**src/rtl/mem_arbiter.sv**
```systemverilog
// Round-robin arbiter sharing one memory between the fetch and data ports. A requester stalls with req held high until its ack.
// Loads ack RD_LAT+2 cycles after grant and stores ack 2 cycles after grant.
module mem_arbiter #(
  parameter int ADDR_W = 64,
  parameter int DATA_W = 64,
  parameter int RD_LAT = 1
) (
  input  logic              clk,
  input  logic              reset,
  input  logic              i_req,
  input  logic [ADDR_W-1:0] i_addr,
  output logic [DATA_W-1:0] i_rdata,
  output logic              i_ack,
  input  logic              d_req,
  input  logic              d_we,
  input  logic [ADDR_W-1:0] d_addr,
  input  logic [DATA_W-1:0] d_wdata,
  output logic [DATA_W-1:0] d_rdata,
  output logic              d_ack,
  output logic [ADDR_W-1:0] m_raddress,
  output logic [ADDR_W-1:0] m_waddress,
  output logic [DATA_W-1:0] m_datain,
  input  logic [DATA_W-1:0] m_dataout,
  output logic              m_wr,
  output logic [1:0]        state_out
);

  localparam int CNT_W = (RD_LAT > 1) ? $clog2(RD_LAT + 1) : 1;

  typedef enum logic [1:0] {
    IDLE = 2'd0,
    RD   = 2'd1,
    WR   = 2'd2
  } state_t;

  state_t            state, stateNext;
  logic [CNT_W-1:0]  cnt, cntNext;
  logic [ADDR_W-1:0] addrQ;
  logic [DATA_W-1:0] wdataQ;
  logic              grantData, lastGrantData;
  logic              eligI, eligD, pickData, grant, complete;

  // A port in its ack cycle is not eligible, so a held req is not granted twice.
  assign eligI    = i_req & ~i_ack;
  assign eligD    = d_req & ~d_ack;
  assign pickData = eligD & (~eligI | ~lastGrantData);

  always_comb begin
    stateNext = state;
    cntNext   = cnt;
    grant     = 1'b0;
    complete  = 1'b0;
    case (state)
      IDLE: begin
        if (eligI | eligD) begin
          grant     = 1'b1;
          cntNext   = CNT_W'(RD_LAT);
          stateNext = (pickData & d_we) ? WR : RD;
        end
      end
      RD: begin
        if (cnt != '0) begin
          cntNext = cnt - CNT_W'(1);
        end else begin
          complete  = 1'b1;
          stateNext = IDLE;
        end
      end
      WR:      stateNext = IDLE;
      default: stateNext = IDLE;
    endcase
  end

  always_ff @(posedge clk) begin
    if (reset) begin
      state         <= IDLE;
      cnt           <= '0;
      addrQ         <= '0;
      wdataQ        <= '0;
      grantData     <= 1'b0;
      lastGrantData <= 1'b1;
      i_ack         <= 1'b0;
      d_ack         <= 1'b0;
      i_rdata       <= '0;
      d_rdata       <= '0;
    end else begin
      state <= stateNext;
      cnt   <= cntNext;
      i_ack <= complete & ~grantData;
      d_ack <= (complete & grantData) | (state == WR);
      if (grant) begin
        grantData     <= pickData;
        lastGrantData <= pickData;
        addrQ         <= pickData ? d_addr : i_addr;
        if (pickData) wdataQ <= d_wdata;
      end
      // Stores never reach here, so d_rdata only changes on loads.
      if (complete) begin
        if (grantData) d_rdata <= m_dataout;
        else           i_rdata <= m_dataout;
      end
    end
  end

  assign m_raddress = addrQ;
  assign m_waddress = addrQ;
  assign m_datain   = wdataQ;
  assign m_wr       = (state == WR);
  assign state_out  = state;

endmodule

```
**config.mk**
```make
export PLATFORM = sky130hd
export DESIGN_NAME = mem_arbiter
export DESIGN_NICKNAME = d
export VERILOG_FILES = /design/src/rtl/mem_arbiter.sv
export SDC_FILE = /design/constraint.sdc
export NUM_CORES = 1
export LEC_CHECK = 0
export ABC_AREA = 0
export BUFFER_PORTS_ARGS = -buffer_cell sky130_fd_sc_hd__buf_2
export CORE_MARGIN = 2
export CORE_UTILIZATION = 23
export DETAILED_ROUTE_END_ITERATION = 12
export PLACE_DENSITY = 0.42
export SLEW_MARGIN = 20
export SYNTH_ARGS = -nofsm -noshare
export SYNTH_HDL_FRONTEND = slang
export SYNTH_SLANG_ARGS = --single-unit
```
**constraint.sdc**
```tcl
create_clock -name clk -period 1.9 [get_ports clk]
set_input_delay 0.19 -clock clk [delete_from_list [all_inputs] [get_ports clk]]
set_output_delay 0.19 -clock clk [all_outputs]
set_load 0.005 [all_outputs]
```
; Yosys cells after proc, flatten, opt, wreduce, memory -nomap -nowiden
; Cells that the tools add are included.
[classes]
add_sub_neg = 1
n_eq_ne = 4
n_mux = 12
n_bitwise = 14
n_reduce_logical = 7
[op_table]
columns = operator, count
row1 = $mux 64, 1
row2 = $reduce_and 2->1, 5
row3 = $and 1x1->1, 6
row4 = $mux 1, 6
row5 = $mux 2, 3
row6 = $not 1->1, 5
row7 = $ne 2x2->1 const B, 2
row8 = $pmux 2 s2, 1
row9 = $or 1x1->1, 3
row10 = $eq 2x1->1 const B, 1
row11 = $eq 2x2->1 const B, 1
row12 = $logic_not 2->1, 1
row13 = $pmux 1 s2, 1
row14 = $reduce_bool 2->1, 1
row15 = $sub 1x1->1 const B, 1
[totals]
ff_bits = 263
word_cells = 48

; Longest topological paths before layout
[logic_depth]
ltp_word = 9
depth_mapped = 6

; Worst setup path before layout
; No wires, ideal clock.
[synth_timing]
kind = register -> register
from = register state[0], in the netlist state_out[0]
to = register i_rdata[24]
setup_ps = 143
arrival_ps = 1291
required_time_ps = 1757
slack_ps = 465
stages_incl_launch_ff = 7
cell_sequence = dfxtp_1 nand2b_4 or3_4 buf_6 buf_6 nand2_2 a21oi_2
[synth_between]
elab_chain_len = 3
[synth_lines]
columns = element, line_no
row1 = start: declaration, 36  ; state_t state, stateNext;
row2 = start signal: assignment, 87  ; state <= stateNext;
row3 = $eq 2x1->1, 53  ; case (state)
row4 = $mux 1, 53
row5 = $reduce_and 2->1 (no source line), -
row6 = end signal: assignment, 100  ; else i_rdata <= m_dataout;
row7 = end: declaration, 12  ; output logic [DATA_W-1:0] i_rdata,
; Every way passes these cells.
; A chain may end at the register's enable or synchronous reset.

; Worst setup path after layout
[layout_timing]
from = register state[0], in the netlist state_out[0]
to = register i_rdata[37]
; Same word-level chain as after synthesis.

==> out/qor.yml <==
route:
  viasPerCell: 4.22
  avgRoutedWirePerCell_um: 16.7
  drt_iter0_markers: 451
  num_vias: 11500
  route.detailed.drc: 0
  first_pass_iters: 4
  drtAntennaViolNets: 0
  drt_wl_total_um: 45600
place:
  io_buffers: 585
  post-place-ws_ns: 0.218
  place.gp.congestion: 0.824
  placedCellCount: 2414
  dp_hpwl_um: 31900
power_and_ir_drop:
  ir_worst_vdd_uv: 525
  powerDensity_nw_per_um2: 924
  p_leak_nw: 8.03
timing:
  clock.fmax_mhz: 586
  clock_skew_ns: 0.0192
  finalSetupTns_ns: 0
  finalHoldViolCount: 0
  setup_viol: 0
  grt_setup_unrepaired: "no"
  slew_violations: 0
  finalCritPeriodShare: 0.898
  worst_slack_ns: 0.195
  max_slew_margin: 0.630
  tightest_slew_ns: 0.554
  fin_crit_ns: 1.71
die:
  core-area_um2: 49100
  die-area_um2: 51600
  initial_utilization: 0.234
  chipWidth_um: 227
  die_y_um: 227
  num_rows: 81
  ioPinCount: 586
grt:
  grt_pass1_vias: 12000
  antenna_found_initial: 1
  track_usage: 0.168
  grt_pass1_wl_um: 67800
  gr-total-overflow: 0
  grt_max_degree: 66
cts:
  root_buffer: "clkbuf_16"
  cts_buffers: 34
  postCtsSetupBuffers: 0
  clk_pin_slew_ns: 0.06
  cts.sinks: 263
  clockBufferDepth: 3
  cts_resized: 0
  cts_hold_buf: 248
  h-tree-depth: 2
  clk_latency_ns: 0.53
  cts_tree: "yes"
worst_setup_path:
  end_kind: "register"
  worst_ep_required_time_ns: 2.31
  critical_path_class: "reg -> reg"
  critPathMaxFanout: 65
  cp_data_arrival_time_ns: 2.11
  start_kind: "register"
  rr_startpoint: "state_out[0]"
  startpoint: "state_out[0]"
synth:
  yosys.area_share.simple: 0.215
  avgSynthCellArea_um2: 8.89
  synth_nets: 1550
  synth_top_family_by_area: "compound AO/OA/AOI/OAI gates"
  synth_adder_area_share: 0
  syn_area_um2: 11500
  synth_compound_area_frac: 0.225
  yosysWarnings: 0
  ys_ff_latch: 263
  synth_xor_area_frac: 0
  synth_mux_area_frac: 0
  seq_area_frac_synth: 0.459
  synth_cell_type_count: 31
  syn_inst: 1289
worst_hold_path:
  hold_path.startpoint: "reset"
  worstHoldPathType: "in -> reg"
cells_and_area:
  instances_no_fill: 2725
  nets: 2295
  area_delta_synth_final_pct: 60.1
  final_cell_mix: "buf_2 (584), nand2_1 (303), dfxtp_1 (263), dlygate4sd3_1 (248), nand2_2 (149)"
  nFillCells: 5126
  layout_commonest_cell: "buf_2"
  layout-drive-gt1-share: 0.498
outcome:
  outcome: "finished clean"
flow_run:
  maxCapViolCount: 0
## worst paths after layout
| path | to | slack (ns) | cells after the start |
|---|---|---|---|
| setup / recovery | i_rdata[37] | 0.19 | 5 |
| setup reg to reg | i_rdata[37] | 0.19 | 5 |
| hold reg to reg | i_rdata[21] | 0.45 | 2 |
| hold / removal | i_rdata[30] | 0.04 | 2 |
## layer usage
| metal | part of all wire | track usage |
|---|---|---|
| met2 | 0.49 | 0.296 |
| met1 | 0.40 | 0.191 |
| met5 | 0.00020 | 0 |
| met3 | 0.079 | 0.0505 |
| met4 | 0.030 | 0.0607 |
## kinds of logic after synthesis
| logic type | Yosys count |
|---|---|
| DFF | 263 |
| AOI/OAI and AO/OA | 328 |
| and+or+nand+nor | 535 |
| buffers and inverters | 163 |
## report_power, final
part	switching [mW]	total (mW)	internal [mW]
clock	2.61	7.17	4.56
combinational	1.86	3.49	1.63
sequential	0.329	6.28	5.95
## cell type report
type	instances	area (µm²)	share of cell area
flip-flops and latches	263	5270	0.287
inverters	1	3.75	0.000205
clock inverters	12	235	0.0128
diodes	1	2.50	0.000136
well taps	664	831	0.0453
repair buffers	871	5920	0.323
multi-input cells	863	5060	0.276
clock buffers	50	1020	0.0557
## critical path, stage by stage, from the launching register on
cell      delay [ns]
dfxtp_1         0.52
nand2b_4        0.12
or3_4           0.35
buf_12          0.18
nand2_2         0.18
a21oi_2         0.06
## flip-flops by register name (all words and copies together), names as in the netlist
signal         count
d_ack              1
grantData          1
i_rdata           64
d_rdata           64
m_datain          64
i_ack              1
state_out          2
m_raddress        64
lastGrantData      1
cnt                1
## metrics by stage
stage / utilization / power [mW] / hold slack (ns) / instance area [µm²]
after floorplan: - / 8.33 / 0.317 / 11500
after global routing: 0.374 / 17.8 / 0.0212 / 18300
after CTS: 0.374 / 17.3 / 0.000585 / 18300
after global placement: 0.298 / 9.49 / 0.431 / 14600
final: 0.374 / 16.9 / 0.0361 / 18300
after detailed placement: 0.298 / 9.52 / 0.433 / 14600
## cell usage after synthesis
cell type,instances,share of area
nand2_1,305,0.10
dfxtp_1,263,0.46
nand2_2,147,0.080
a21oi_2,137,0.10
a21oi_1,123,0.054
buf_4,79,0.052
nor2_1,67,0.022
a211oi_2,50,0.055
clkbuf_1,35,0.011
buf_2,20,0.0087
buf_6,17,0.017
a211oi_1,15,0.0098
buf_1,5,0.0016
buf_12,5,0.0087
nand2b_4,2,0.0024
nand3b_1,2,0.0013
nor2b_1,2,0.0011
nor3_1,2,0.00087
a211o_1,1,0.00076
and2_1,1,0.00055
and2_2,1,0.00066
and2b_1,1,0.00066
buf_8,1,0.0013
inv_1,1,0.00033
nand2b_1,1,0.00055
nor3_4,1,0.0014
nor3b_2,1,0.0011
nor4b_2,1,0.0013
o21ai_1,1,0.00044
o21ba_2,1,0.00087
or3_4,1,0.00098
(Power assumes the default switching activity.)
